### src/rtl/skinny_sbox8_dom1_drv.sv
// Masks a byte into two shares, feeds the DOM S-box and returns the captured result shares.
// Latency: result valid LAT+1 cycles after accept; one byte per LAT+3 cycles at best.
// Backpressure: in_ready only in IDLE; the result is held in DONE until out_ready.
module skinny_sbox8_dom1_drv #(
  parameter int unsigned LAT  = 4,
  parameter logic [15:0] SEED = 16'hACE1
) (
  input  logic       clk,
  input  logic       rst,
  input  logic       in_valid,
  output logic       in_ready,
  input  logic [7:0] in_data,
  output logic [7:0] sbox_in0,
  output logic [7:0] sbox_in1,
  output logic [7:0] sbox_r,
  input  logic [7:0] sbox_out0,
  input  logic [7:0] sbox_out1,
  output logic       out_valid,
  input  logic       out_ready,
  output logic [7:0] out_s0,
  output logic [7:0] out_s1
);

  localparam int unsigned   CW       = $clog2(LAT + 1);
  localparam logic [CW-1:0] CNT_LAST = CW'(LAT);
  // An all-zero LFSR would lock up, so a zero seed is promoted to 1.
  localparam logic [15:0]   SEED_EFF = (SEED == 16'h0000) ? 16'h0001 : SEED;

  typedef enum logic [1:0] {IDLE, BUSY, DONE} state_t;

  state_t        state_q, state_d;
  logic [CW-1:0] cnt_q, cnt_d;
  logic [15:0]   lfsr_q, lfsr_d;
  logic [7:0]    sbox_in0_q, sbox_in0_d;
  logic [7:0]    sbox_in1_q, sbox_in1_d;
  logic [7:0]    sbox_r_q, sbox_r_d;
  logic [7:0]    out_s0_q, out_s0_d;
  logic [7:0]    out_s1_q, out_s1_d;
  logic          out_valid_q, out_valid_d;
  logic          in_ready_q, in_ready_d;
  logic          lfsr_fb;

  // Next-state logic: load shares on accept, count the S-box latency, hold the result until taken.
  always_comb begin
    state_d     = state_q;
    cnt_d       = cnt_q;
    lfsr_d      = lfsr_q;
    sbox_in0_d  = sbox_in0_q;
    sbox_in1_d  = sbox_in1_q;
    sbox_r_d    = sbox_r_q;
    out_s0_d    = out_s0_q;
    out_s1_d    = out_s1_q;
    out_valid_d = out_valid_q;
    in_ready_d  = in_ready_q;
    lfsr_fb     = lfsr_q[15] ^ lfsr_q[13] ^ lfsr_q[12] ^ lfsr_q[10];

    case (state_q)
      IDLE: begin
        // in_ready_q is always 1 here, so in_valid alone completes the handshake.
        if (in_valid) begin
          sbox_in0_d = in_data ^ lfsr_q[7:0];
          sbox_in1_d = lfsr_q[7:0];
          sbox_r_d   = lfsr_q[15:8];
          lfsr_d     = {lfsr_q[14:0], lfsr_fb};
          cnt_d      = '0;
          in_ready_d = 1'b0;
          state_d    = BUSY;
        end
      end
      BUSY: begin
        if (cnt_q == CNT_LAST) begin
          // S-box outputs have been settled for a full cycle; sample them.
          out_s0_d    = sbox_out0;
          out_s1_d    = sbox_out1;
          out_valid_d = 1'b1;
          state_d     = DONE;
        end else begin
          cnt_d = cnt_q + 1'b1;
        end
      end
      DONE: begin
        // in_ready rises only after this edge, so no accept can share it.
        if (out_ready) begin
          out_valid_d = 1'b0;
          in_ready_d  = 1'b1;
          state_d     = IDLE;
        end
      end
      default: begin
        state_d     = IDLE;
        out_valid_d = 1'b0;
        in_ready_d  = 1'b1;
      end
    endcase
  end

  // State and registered outputs; reset discards any pending result and reloads the seed.
  always_ff @(posedge clk or posedge rst) begin
    if (rst) begin
      state_q     <= IDLE;
      cnt_q       <= '0;
      lfsr_q      <= SEED_EFF;
      sbox_in0_q  <= 8'h00;
      sbox_in1_q  <= 8'h00;
      sbox_r_q    <= 8'h00;
      out_s0_q    <= 8'h00;
      out_s1_q    <= 8'h00;
      out_valid_q <= 1'b0;
      in_ready_q  <= 1'b1;
    end else begin
      state_q     <= state_d;
      cnt_q       <= cnt_d;
      lfsr_q      <= lfsr_d;
      sbox_in0_q  <= sbox_in0_d;
      sbox_in1_q  <= sbox_in1_d;
      sbox_r_q    <= sbox_r_d;
      out_s0_q    <= out_s0_d;
      out_s1_q    <= out_s1_d;
      out_valid_q <= out_valid_d;
      in_ready_q  <= in_ready_d;
    end
  end

  assign in_ready  = in_ready_q;
  assign sbox_in0  = sbox_in0_q;
  assign sbox_in1  = sbox_in1_q;
  assign sbox_r    = sbox_r_q;
  assign out_valid = out_valid_q;
  assign out_s0    = out_s0_q;
  assign out_s1    = out_s1_q;

endmodule

### config.mk
export PLATFORM = sky130hd
export DESIGN_NAME = skinny_sbox8_dom1_drv
export DESIGN_NICKNAME = d
export VERILOG_FILES = /design/src/rtl/skinny_sbox8_dom1_drv.sv
export SDC_FILE = /design/constraint.sdc
export NUM_CORES = 1
export LEC_CHECK = 0
export CAP_MARGIN = 40
export CELL_PAD_IN_SITES_DETAIL_PLACEMENT = 0
export CELL_PAD_IN_SITES_GLOBAL_PLACEMENT = 2
export CORE_MARGIN = 4
export CORE_UTILIZATION = 25
export DETAILED_ROUTE_END_ITERATION = 16
export GPL_TIMING_DRIVEN = 0
export PLACE_DENSITY_LB_ADDON = 0.1
export SYNTH_ARGS = -nofsm -noshare
export SYNTH_HDL_FRONTEND = slang
export SYNTH_SLANG_ARGS = --single-unit
### constraint.sdc
create_clock -name clk -period 2.3 [get_ports clk]
set_clock_uncertainty 0.05 [all_clocks]
set_input_delay 0.345 -clock clk [delete_from_list [all_inputs] [get_ports clk]]
set_output_delay 0.345 -clock clk [all_outputs]
set_load 0.01 [all_outputs]
-- Word-level counts from Yosys, hierarchy flattened
Cells that the tools add are included.
- logic and storage cells: 45
- input port bits: 28
- latch bits: 0
- register bits: 63
- output and inout port bits: 42
- memory bits (read-only): 0
- bits in writable memories: 0
- memories: 0
- muxes and demuxes: 13
- order comparisons: 0
- reductions and logical operators: 8
- $add $sub $neg: 1
- eq/ne operators: 7
- bitwise operators: 6
- div/mod/pow operators: 0
- $mul: 0
- shift operators: 0
- operator list (cell ; count):
    3-bit AND reduction ; 4
    2-bit inequality test, second input constant ; 4
    8-bit XOR ; 1
    2-bit 2-to-1 mux ; 3
    3-bit 2-to-1 mux ; 2
    1-bit one-hot mux with 3 select lines ; 2
    2-bit one-hot mux with 3 select lines ; 1
    3-bit one-hot mux with 2 select lines ; 1
    1-bit 2-to-1 mux ; 4
    2-bit AND reduction ; 2
    3-bit by 1-bit adder with 3-bit output, second input constant ; 1
    3-bit equality test, second input constant ; 1
    1-bit XOR ; 3
    2-bit by 1-bit equality test with 1-bit output, second input constant ; 1
    2-bit equality test, second input constant ; 1
    2-bit zero test ; 1
    1-bit NOT ; 2
    2-bit nonzero test ; 1

-- Depth between registers and ports, before layout
Gate-level depths: netlist (run 1).
- depth after elaboration: 3
- gate-level depth with buffers: 6
- mapped depth without buffers: 5

-- Least setup slack after synthesis (run 1)
No wires, ideal clock.
- path kind: reg-to-reg
- start point: reg cnt_q[0]
- end point: reg out_s0_q[7], in the netlist out_s0[7]
- setup time: 0.125 ns
- clock period less this slack: 1.560 ns
- data arrival time: 1.385 ns
- setup slack: 0.740 ns
- required time: 2.125 ns
- buffers on the path: 1
- stages on the path, launching flop included: 6
- cells stage by stage: dfrtp_1 -> inv_1 -> ha_1 -> nand4b_4 -> buf_6 -> mux2_4
- cells in the longest elaborated chain, start to end: 2
- ends and longest elaborated chain (what ; line ; text):
    start: declaration ; 32 ; logic [CW-1:0] cnt_q, cnt_d;
    start signal: assignment ; 112 ; cnt_q <= cnt_d;
    3-bit equality test ; 71 ; if (cnt_q == CNT_LAST) begin
    2-bit AND reduction (no line) ; n/a ;
    end signal: assignment ; 117 ; out_s0_q <= out_s0_d;
    end: declaration ; 37 ; logic [7:0] out_s0_q, out_s0_d;
No other way between the ends.
A chain may end at the register's enable or synchronous reset.

-- Worst setup path in the final report (run 1)
- start point: reg in_ready_q, in the netlist in_ready
- end point: out in_ready
- RTL lines (what ; line ; text):
    start: declaration ; 40 ; logic in_ready_q, in_ready_d;
    start signal: assignment ; 120 ; in_ready_q <= in_ready_d;
    end: declaration ; 11 ; output logic in_ready,
No word-level cell between the ends.

==> results of run 1 <==
==> sequential cells by signal, summed over array words and instances, names as in the netlist <==
signal	cells
lfsr_q	16
out_s0	8
out_s1	8
sbox_in0	8
sbox_r	5
cnt_q	3
sbox_in1	3
state_q	2
in_ready	1
out_valid	1
==> report_power, final <==
group	switching [mW]	internal (mW)
clock network	0.326	0.214
registers	0.235	1.37
logic	0.770	1.12
==> stage by stage <==
| stage | hold slack, ns | instance area, µm² | TNS [ns] | instances |
|---|---|---|---|---|
| floorplan | 0.389 | 2410 | 0 | 210 |
| global placement | 0.401 | 3260 | -33.43 | 408 |
| detailed placement | 0.400 | 3280 | 0 | 409 |
| CTS | 0.405 | 3360 | 0 | 417 |
| global route | 0.434 | 3360 | 0 | 417 |
| finish | 0.375 | 3360 | 0 | 417 |
==> Yosys cell counts <==
master	n	share of area, %
nand2_1	74	12
dfrtp_1	46	48
xnor2_1	11	4.0
buf_4	10	3.1
dfstp_2	9	9.8
mux2_2	8	3.7
mux2_4	8	5.0
o21ai_2	8	2.9
buf_6	6	2.8
inv_1	4	0.62
a21oi_1	3	0.62
a22o_1	2	0.73
buf_2	2	0.42
ha_1	2	1.0
nor2_1	2	0.31
a21o_1	1	0.31
a31oi_1	1	0.26
a32o_1	1	0.42
and3_1	1	0.26
nand2_2	1	0.26
nand2b_1	1	0.26
nand4b_1	1	0.36
nand4b_4	1	0.99
nor2b_1	1	0.26
nor3b_4	1	0.78
o21ai_0	1	0.21
o21ai_1	1	0.21
o21bai_1	1	0.31
o22ai_1	1	0.26
or3b_1	1	0.36
==> metal layers <==
metal	wire length [µm]	GRT usage [%]
met5	0	0
met3	220	2.61
met2	2640	16.0
met4	55	3.33
met1	2510	13.5
==> final cells by class <==
type / count / area (µm²) / area share (%)
inverters: 4 / 15.0 / 0.446
clock buffers: 6 / 72.6 / 2.16
plain buffers: 18 / 153 / 4.54
well taps: 129 / 161 / 4.80
flip-flops and latches: 55 / 1390 / 41.2
clock inverters: 2 / 12.5 / 0.372
repair buffers: 70 / 711 / 21.1
multi-input cells: 133 / 852 / 25.3
==> placed cells by master, fill, tap and decap left out, drive strengths merged <==
cell / count
clkdlybuf4s50: 69
o21bai: 1
o21ai: 10
nor3b: 1
o22ai: 1
mux2: 16
clkinv: 1
nor2: 2
nand2b: 1
ha: 2
clkinvlp: 1
nand2: 75
nand4b: 2
a31oi: 1
buf: 19
a21o: 1
xnor2: 11
a21oi: 3
clkbuf: 6
a32o: 1
or3b: 1
dfrtp: 46
and3: 1
a22o: 2
inv: 4
dfstp: 9
nor2b: 1
==> worst max path at each step <==
stage                   start  slack (ns)           to  cells after the start
finish               in_ready        0.52     in_ready                      1
global route        lfsr_q[4]        0.44  sbox_in1[3]                      2
CTS                  in_ready        0.48     in_ready                      1
detailed placement   in_valid        0.37    lfsr_q[9]                      5
global placement          rst       -0.70    sbox_r[6]                      2
floorplan                 rst        0.58     cnt_q[0]                      1
==> kinds of logic (layout without fill, tap and decap cells) <==
logic type / after synthesis / in the layout
buffers and inverters: 22 / 100
flip-flops: 55 / 55
AO/OA/AOI/OAI: 20 / 20
AND/OR/NAND/NOR: 84 / 84
adder cells (fa/ha/maj): 2 / 2
XOR/XNOR: 11 / 11
multiplexers: 16 / 16
==> reports/metrics.cfg, run 1 <==
[status]
status=complete, no violations

[setup_path]
reg2reg_from=cnt_q[0]
worstSetupStartpointType=register
regToRegSetupSlack_ns=0.59
crit_fanout=2
path_class=register to primary output
cp.required_ns=1.90
cp-end-kind=primary output
rr_endpoint=out_s1[3]
cpMaxStageDelayCell=dfstp_2
path_buf_inv=1
r2r_cells=5
critical_path.max_stage_delay_ns=0.54
path_delay_family=flip-flops
worstPathCellList=clkdlybuf4s50_1
cp.arrival_ns=1.39

[timing]
worst_pin_slew_ns=0.645
fin_ws_ns=0.519
rsz0062_at_grt=false
period_needed_ns=1.78
fmax_ghz=0.561
finalCritPeriodShare_pct=77.4
setup_viol=0
slew_headroom_pct=56.9
maxSlewViolCount=0
hold_viol_final=0

[global_routing]
grt_usage_pct=10.1
grt_max_degree=30
gr-total-overflow=0
antenna_found_initial=0
grt_pass1_vias=1751
grt_first_pass_wirelength_mm=9.07

[route]
drt_iter0_markers=30
vias=1660
routed_wl_mm=5.43
post_drt_wl_per_cell_um=13.0
ant_nets=0
dr.pass1.iters=4
viasPerCell=3.98
drcViolationCount=0

[finish]
area_growth_pct=39.8
drive_gt1_share_pct=21.9
nFillCells=966
fin_util_pct=36.1
insertedDiodeCount=0
nets=317

[synth]
ys_seq_area_share_pct=57.6
yosys.area_share.adder_pct=1.04
synth_top_family_by_area=simple AND/OR/NAND/NOR gates
ys.warnings.count=0
synthMuxAreaShare_pct=8.73
synth_compound_area_share_pct=6.24
synth.avg_cell_area_um2=11.5
ys_types=30
ys_seq_elements=55
syn_area_um2=2410
synth_nets=240
synth_xor_area_share_pct=4.00
yosys.area_share.simple_pct=15.4
synth_cells=210

[clock_tree]
clkSinkCount=55
cts.clk_slew.worst_paths_ns=0.11
post_cts_buffers=0
cts_hold_buf=0
clockBufferDepth=2
cts_made_buffers=5
cts-root-buf=clkbuf_8
htreeDepth=2
clock_latency_ns=0.31
cts_tree=yes
cts_resized=0

[floorplan]
die-area_um2=11300
fp.coreArea_um2=9330
start_util_pct=25.8
ioPinCount=70
die_y_um=106
die_x_um=106
rows=35

[pwr]
p_leak_nw=1.55
peakVddDrop_uv=361
finalPower_mw=4.04
p_per_area_nw_per_um2=1200

[place]
place.gp.congestion=0.664
dpl.hpwl_mm=3.91
pre_cts_ws_ns=0.365
port_buffers=69

[worst_hold_path]
hold_class=input pin to asynchronous set/reset pin

[flow_run]
drv_cap=0

(Power assumes the default switching activity.)
==> run 2: changes to the inputs <==
==> constraint.sdc (replaced) <==
create_clock -name clk -period 1.68 [get_ports clk]
set_clock_uncertainty 0.05 [all_clocks]
set_input_delay 0.252 -clock clk [delete_from_list [all_inputs] [get_ports clk]]
set_output_delay 0.252 -clock clk [all_outputs]
set_load 0.01 [all_outputs]
==> reports/metrics.cfg, run 2 (synthesized netlist as in run 1, its figures left out) <==
[clock_tree]
clkSinkCount=55  ; unchanged
htreeDepth=2  ; unchanged
cts_hold_buf=0  ; unchanged
cts_made_buffers=5  ; unchanged
cts.clk_slew.worst_paths_ns=0.11  ; about the same
clock_latency_ns=0.31  ; about the same
cts_tree=yes
cts-root-buf=clkbuf_8
clockBufferDepth=2  ; unchanged

[floorplan]
die_y_um=106  ; unchanged
ioPinCount=70  ; unchanged
start_util_pct=25.8  ; unchanged
fp.coreArea_um2=9330  ; unchanged
die-area_um2=11300  ; unchanged
rows=35  ; unchanged
die_x_um=106  ; unchanged

[place]
dpl.hpwl_mm=3.91  ; unchanged
place.gp.congestion=0.664  ; unchanged
post_dp_cell_area_um2=3280  ; unchanged
port_buffers=69  ; unchanged

[setup_path]
worstPathCellList=buf_4 > clkdlybuf4s50_1
crit_path_end=sbox_r[3]
crit_start=lfsr_q[12]
cpMaxStageDelayCell=clkdlybuf4s50_1
path_class=register to primary output
crit_fanout=2  ; unchanged
critical_path.max_stage_delay_ns=0.52  ; -0.02 ns
regToRegSetupSlack_ns=0.16  ; -0.43 ns
r2r_cells=5  ; unchanged
cp.arrival_ns=1.30  ; -0.09 ns
worstSetupStartpointType=register
reg2reg_from=cnt_q[0]
cp.depth=2  ; +1
cp-end-kind=primary output
cp.required_ns=1.38  ; -0.52 ns
path_buf_inv=2  ; +1
rr_endpoint=out_s1[3]
path_delay_family=buffers and inverters

[timing]
fmax_ghz=0.624
period_needed_ns=1.60
rsz0062_at_grt=false
slew_headroom_pct=56.8  ; -0.077 points
whs_ns=0.283  ; -0.0911 ns
setup_viol=0  ; unchanged
maxSlewViolCount=0  ; unchanged
hold_viol_final=0  ; unchanged
worst_pin_slew_ns=0.646  ; +0.00115 ns
finalCritPeriodShare_pct=95.4
fin_tns_setup_ns=0  ; unchanged

[finish]
nets=324  ; +2.2%
insertedDiodeCount=0  ; unchanged
drive_gt1_share_pct=24.1  ; +2.2 points
largest_reg_flops=16  ; unchanged
final_cell_mix=nand2_1 (74), clkdlybuf4s50_1 (66), dfrtp_1 (46)
area_growth_pct=42.2
design_area_um2=3420  ; +1.7%
layout_commonest_cell=nand2_1
top_register=lfsr_q

[global_routing]
grt_pass1_vias=1774  ; +1.3%
antenna_found_initial=0  ; unchanged
grt_usage_pct=10.2  ; +0.051 points
grt_max_degree=30  ; unchanged
gr-total-overflow=0  ; unchanged
grt_first_pass_wirelength_mm=9.14  ; +0.76%

[flow_run]
drv_cap=0  ; unchanged

[route]
dr.pass1.iters=4  ; unchanged
ant_nets=0  ; unchanged
routed_wl_mm=5.49  ; +1.2%
drt_iter0_markers=38  ; +27%
vias=1688  ; +1.7%
drcViolationCount=0  ; unchanged
viasPerCell=3.98  ; about the same
post_drt_wl_per_cell_um=13.0  ; -0.47%

[pwr]
p_leak_nw=1.63  ; +4.7%
finalPower_mw=5.59  ; +38%
p_per_area_nw_per_um2=1630  ; +36%
peakVddDrop_uv=494  ; +37%

[worst_hold_path]
hold_class=input pin to asynchronous set/reset pin

[status]
status=complete, no violations

-- run 2: cell types whose count changed in the layout (fill, tap and decap cells not counted), sizes merged --
cell | before | now
buf | 19 | 26
dlymetal6s2s | 0 | 2
clkdlybuf4s50 | 69 | 66
dlygate4sd2 | 0 | 1
-- run 2: area by class of cell --
cell class,instances,area [µm²]
fill,961,5900
sequential,55,1390
multi-input combinational,133,855
timing repair buffer,77,767
tap,129,161
buffer,18,153
clock buffer,6,72.6
inverter,4,15.0
clock inverter,2,12.5
-- run 2: timing repair --
item	CTS	global route
setup endpoints to repair	14	12
pin swaps	0	1
endpoints found under the hold margin	0	0
resized for setup	2	2
setup buffers	5	2
-- run 2: worst min-delay path by stage --
stage / end / depth (start not counted)
6_report: out_s0[7] / 2
5_1_grt: out_s0[7] / 2
4_1_cts: out_s0[7] / 2
3_5_place_dp: lfsr_q[11] / 2
3_3_place_gp: lfsr_q[11] / 2
2_1_floorplan: out_s0[7] / 1
-- run 2: metal layers --
metal	vias to the layer above	part of all wire [%]	track usage [%]
li1	833	-	-
met1	823	47	13.5
met2	28	48	16.2
met3	4	4.0	2.61
met4	0	0.98	3.33
met5	-	0	0
-- run 2: power by group --
| group | internal [mW] | switching [mW] |
|---|---|---|
| sequential | 1.88 | 0.293 |
| combinational | 1.58 | 1.10 |
| clock | 0.293 | 0.445 |
-- run 2: stage by stage --
step	std cells	util (%)	worst slack, ns
floorplan	210	-	0.0500
finish	424	36.7	0.0770
global placement	408	34.9	-1.23
CTS	422	36.5	0.00216
detailed placement	409	35.2	-0.162
global route	424	36.7	0.0135
